<file path="config.mk">
export PLATFORM = sky130hd
export DESIGN_NAME = flow_rate_decoder
export DESIGN_NICKNAME = d
export VERILOG_FILES = /design/src/rtl/flow_rate_pkg.sv /design/src/rtl/flow_code_stabilizer.sv /design/src/rtl/flow_rate_decoder.sv
export SDC_FILE = /design/constraint.sdc
export NUM_CORES = 1
export LEC_CHECK = 0
export ABC_AREA = 1
export CAP_MARGIN = 20
export CORE_ASPECT_RATIO = 1.25
export CORE_MARGIN = 2
export CORE_UTILIZATION = 48
export CTS_BUF_LIST = sky130_fd_sc_hd__clkbuf_8
export DETAILED_ROUTE_END_ITERATION = 8
export MAX_ROUTING_LAYER = met4
export PLACE_DENSITY = 0.87
export SYNTH_ARGS = -nofsm -noshare
export SYNTH_HDL_FRONTEND = slang
export SYNTH_SLANG_ARGS = --single-unit
</file>
<file path="constraint.sdc">
create_clock -name clk -period 1.6 [get_ports clk]
set_clock_uncertainty 0.05 [all_clocks]
set_input_delay 0.32 -clock clk [delete_from_list [all_inputs] [get_ports clk]]
set_output_delay 0.32 -clock clk [all_outputs]
set_load 0.05 [all_outputs]
</file>
<file path="src/rtl/flow_rate_pkg.sv">
// Shared definitions for the flow-rate encoder/decoder pair: code widths,
// parity helper and the decoder state encoding.
package flow_rate_pkg;

    localparam int unsigned FLOW_W = 4;
    localparam int unsigned CODE_W = 5;

    typedef enum logic [1:0] {
        ST_SETTLE,
        ST_LOCKED,
        ST_FAULT
    } flow_state_t;

    // Even parity over the whole code: a good code folds to 0.
    function automatic logic code_parity(input logic [CODE_W-1:0] code);
        return ^code;
    endfunction

endpackage

</file>
<file path="src/rtl/flow_code_stabilizer.sv">
// Samples the incoming flow code every edge and reports, once per stable
// period, when the same code has been seen STABLE_CYCLES times in a row.
module flow_code_stabilizer
    import flow_rate_pkg::*;
#(
    parameter int unsigned STABLE_CYCLES = 3
) (
    input  logic              clk,
    input  logic              rst_n,
    input  logic [CODE_W-1:0] bits_in,
    output logic [CODE_W-1:0] smp,
    output logic              stable_pulse,
    output logic              changed
);

    // cnt holds (samples of the current smp value) - 1; the reset value of smp
    // counts as the first sample.
    localparam logic [3:0] TARGET = 4'(STABLE_CYCLES - 1);

    logic [3:0] cnt;

    always_ff @(posedge clk) begin
        if (!rst_n) begin
            smp     <= '0;
            cnt     <= '0;
            changed <= 1'b0;
        end else begin
            smp     <= bits_in;
            changed <= (bits_in != smp);
            if (bits_in != smp)
                cnt <= '0;
            else if (cnt != '1)
                cnt <= cnt + 4'd1;
        end
    end

    // Saturation ceiling sits above every legal TARGET, so equality fires once.
    assign stable_pulse = (cnt == TARGET);

endmodule

</file>
<file path="src/rtl/flow_rate_decoder.sv">
// Receive-side flow-code decoder: debounces the link code, checks parity,
// commits the flow rate, flags/counts corrupt codes and raises a high-flow alarm.
module flow_rate_decoder
    import flow_rate_pkg::*;
#(
    parameter int unsigned       STABLE_CYCLES = 3,
    parameter logic [FLOW_W-1:0] ALARM_LEVEL   = 4'd12,
    parameter int unsigned       ERR_CNT_W     = 8
) (
    input  logic                 clk,
    input  logic                 rst_n,
    input  logic [CODE_W-1:0]    bits_in,
    input  logic                 clr_err,
    output logic [FLOW_W-1:0]    flow_rate,
    output logic                 flow_valid,
    output logic                 update,
    output logic                 parity_err,
    output logic [ERR_CNT_W-1:0] err_count,
    output logic                 alarm
);

    logic [CODE_W-1:0] smp;
    logic              stable_pulse;
    logic              changed;
    flow_state_t       state, next_state;
    logic              accept, reject;

    flow_code_stabilizer #(
        .STABLE_CYCLES(STABLE_CYCLES)
    ) u_stabilizer (
        .clk         (clk),
        .rst_n       (rst_n),
        .bits_in     (bits_in),
        .smp         (smp),
        .stable_pulse(stable_pulse),
        .changed     (changed)
    );

    always_ff @(posedge clk) begin
        if (!rst_n)
            state <= ST_SETTLE;
        else
            state <= next_state;
    end

    // Evaluation takes priority over a change: with STABLE_CYCLES = 1 both
    // can be seen together and the freshly sampled code must still be judged.
    always_comb begin
        next_state = state;
        accept     = 1'b0;
        reject     = 1'b0;
        if (stable_pulse) begin
            if (code_parity(smp) == 1'b0) begin
                accept     = 1'b1;
                next_state = ST_LOCKED;
            end else begin
                reject     = 1'b1;
                next_state = ST_FAULT;
            end
        end else begin
            case (state)
                ST_LOCKED, ST_FAULT: if (changed) next_state = ST_SETTLE;
                default:             next_state = ST_SETTLE;
            endcase
        end
    end

    always_ff @(posedge clk) begin
        if (!rst_n) begin
            flow_rate  <= '0;
            flow_valid <= 1'b0;
            update     <= 1'b0;
            parity_err <= 1'b0;
            alarm      <= 1'b0;
        end else begin
            update     <= 1'b0;
            parity_err <= 1'b0;
            if (accept) begin
                flow_rate  <= smp[FLOW_W-1:0];
                flow_valid <= 1'b1;
                update     <= !flow_valid || (smp[FLOW_W-1:0] != flow_rate);
                alarm      <= (smp[FLOW_W-1:0] >= ALARM_LEVEL);
            end else if (reject) begin
                flow_valid <= 1'b0;
                parity_err <= 1'b1;
                alarm      <= 1'b0;
            end
        end
    end

    always_ff @(posedge clk) begin
        if (!rst_n)
            err_count <= '0;
        else if (clr_err)
            err_count <= reject ? ERR_CNT_W'(1) : '0;
        else if (reject && err_count != '1)
            err_count <= err_count + ERR_CNT_W'(1);
    end

endmodule
</file>
==> impl_metrics.json <==
{
  "drt_iter0_drc": 25,
  "synth_nets": 200,
  "synthToLayoutAreaGrowth_pct": 43.2,
  "arrival_ps": 1640,
  "core-area_um2": 2650,
  "worstMarginPinSlew_ps": 384,
  "min_period_ps": 1530,
  "setup-tns-final_ps": 0,
  "rsz0062_at_grt": "true",
  "ir_drop_mv": 0.686,
  "final_area_um2": 1890,
  "hpwl_um": 2350,
  "p_per_area_nw_per_um2": 628,
  "ys_seq_area_share_pct": 38.0,
  "ios": 24,
  "syn_inst": 188,
  "async_reset_ff_share_pct": 0,
  "cp-start-kind": "register",
  "ys_ff_latch": 25,
  "hold_slack_ps": 464,
  "synth_edf_count": 0,
  "slew_viol_final": 0,
  "diodes": 0,
  "portBuffers": 23,
  "drtPass1Iterations": 4,
  "synth_cell_types": 28,
  "hold_path_class": "register to register",
  "hold_violations": 0,
  "cts_hold_buf": 0,
  "clk_pin_slew_ps": 90,
  "drv_cap": 0,
  "critPathMaxFanout": 9,
  "cts_tree": "yes",
  "grt_pass1_vias": 1234,
  "vias": 1266,
  "clock_sinks": 25,
  "cts_root_buf": "clkbuf_8",
  "r2r_setup_slack_ps": 70,
  "finalPower_w": 0.00119,
  "ys_warn_count": 0,
  "insertion_delay_ps": 280,
  "grt_use_total_pct": 22.9,
  "slew_headroom_pct": 74.4,
  "vias_per_cell": 4.91,
  "fmax_ghz": 0.654,
  "synthesis.area_um2": 1320,
  "p_leak_nw": 0.808,
  "clk_path_buf_depth": 2,
  "layout-drive-gt1-share_pct": 22.8,
  "synthFlopType": "dfxtp_1",
  "layout_common_cells": "43 x nand2_1, 32 x inv_1, 21 x dfxtp_1",
  "die_y_um": 62.6,
  "post-route-period-util_pct": 95.5,
  "drc": 0,
  "final_cells": 258,
  "drt-wirelength-per-cell_um": 11.5,
  "placed_cell_area_um2": 1810,
  "layout.nets": 237,
  "die_area_um2": 3180,
  "path_class": "register to register",
  "grt_max_degree": 16,
  "grt_pass1_wl_um": 5460,
  "gr-total-overflow": 0,
  "end_kind": "register",
  "initial_utilization_pct": 49.6,
  "ctsHtreeMaxLevel": 1,
  "ant_nets": 0,
  "finalWirelength_um": 2980,
  "layout_commonest_cell": "nand2_1",
  "antenna_found_initial": 0,
  "syn_avg_cell_area_um2": 7.01,
  "cts_buffers": 3,
  "status": "finished, final reports clean",
  "globalplace.congestion": 0.877,
  "cp_data_required_time_ps": 1720,
  "nFillCells": 211,
  "die_w_um": 50.9,
  "num_rows": 21,
  "dp.cells": 254,
  "setup_violations": 0
}
critical path, stage by stage, from the launching register on:
cell     delay [ps]
dfxtp_2         360
ha_4            290
inv_1            40
nand2_1          40
nand2_1          80
nand2_4         100
nand3_2         200
o21ai_2         190
a21oi_1          70
final cells by class:
cell class	instances	area, um^2	area share [%]
well taps	34	42.5	2.25
multi-input cells	126	702	37.2
inverters	36	135	7.16
flip-flops and latches	25	505	26.8
clock inverters	1	7.51	0.398
repair buffers	33	453	24.0
clock buffers	3	41.3	2.19
sequential cells by signal, summed over array words and instances (netlist names):
register / cells
u_stabilizer.smp: 5
err_count: 8
alarm: 1
update: 1
parity_err: 1
flow_valid: 1
flow_rate: 4
u_stabilizer.cnt: 4
per-stage QoR:
stage               util (%)  setup WS [ps]
floorplan                  -           19.8
global placement        68.3           37.7
detailed placement      68.3          -50.9
CTS                     71.0           28.3
global route            71.1          -20.0
finish                  71.1           71.5
per-layer routing:
| layer | up-vias | wire length [um] | part of all wire (%) | global-route usage [%] |
|---|---|---|---|---|
| met5 | - | 0 | 0 | - |
| li1 | 666 | - | - | - |
| met2 | 30 | 1640 | 55 | 41.8 |
| met4 | 0 | 40 | 1.3 | 7.09 |
| met1 | 565 | 1210 | 41 | 25.5 |
| met3 | 5 | 82 | 2.8 | 2.39 |
worst paths after layout:
path	startpoint	end	cells past startpoint
worst max-delay path	u_stabilizer.smp[3]	flow_rate[3]	8
worst min-delay path	flow_rate[2]	flow_rate[2]	2
worst max register to register	u_stabilizer.smp[3]	flow_rate[3]	8
worst min register to register	flow_rate[2]	flow_rate[2]	2
what timing repair did:
item / 4_1_cts / 5_1_grt
setup buffers: 0 / 0
endpoints found under the setup margin: 6 / 12
gates resized for setup: 3 / 2
cell usage after synthesis, types with 2 or more instances:
cell type	count	area share, %
inv_1	32	9.1
nand2_1	43	12
inv_2	4	1.1
o21ai_1	5	1.9
nand3_1	10	3.8
dfxtp_1	25	38
nand2_4	3	2.6
xnor2_1	2	1.3
nor3_1	3	1.1
o21ai_0	7	2.7
a21oi_1	14	5.3
ha_1	4	3.8
nand4_1	3	1.4
xor2_1	3	2.0
nor2_1	15	4.3
o22ai_1	2	0.95
nand2_2	2	0.95
report_power, final:
part	internal (W)	switching, W	leakage, nW	total [W]
registers	0.000631	0.0000110	0.204	0.000642
clock network	0.000177	0.000211	0.0217	0.000388
logic	0.0000729	0.0000816	0.582	0.000154
total	0.000881	0.000304	0.808	0.00119
cell families (layout without fill, tap and decap cells):
family,count (synthesis),in the layout,share of synthesized area (%)
AND/OR/NAND/NOR,84,84,30.3
buffers and inverters,37,73,10.5
AO/OA/AOI/OAI,32,32,13.3
flip-flops,25,25,38.0
XOR/XNOR,5,5,3.32
adder cells (fa/ha/maj),4,4,3.80
multiplexers,1,1,0.760
(Power assumes the default switching activity.)
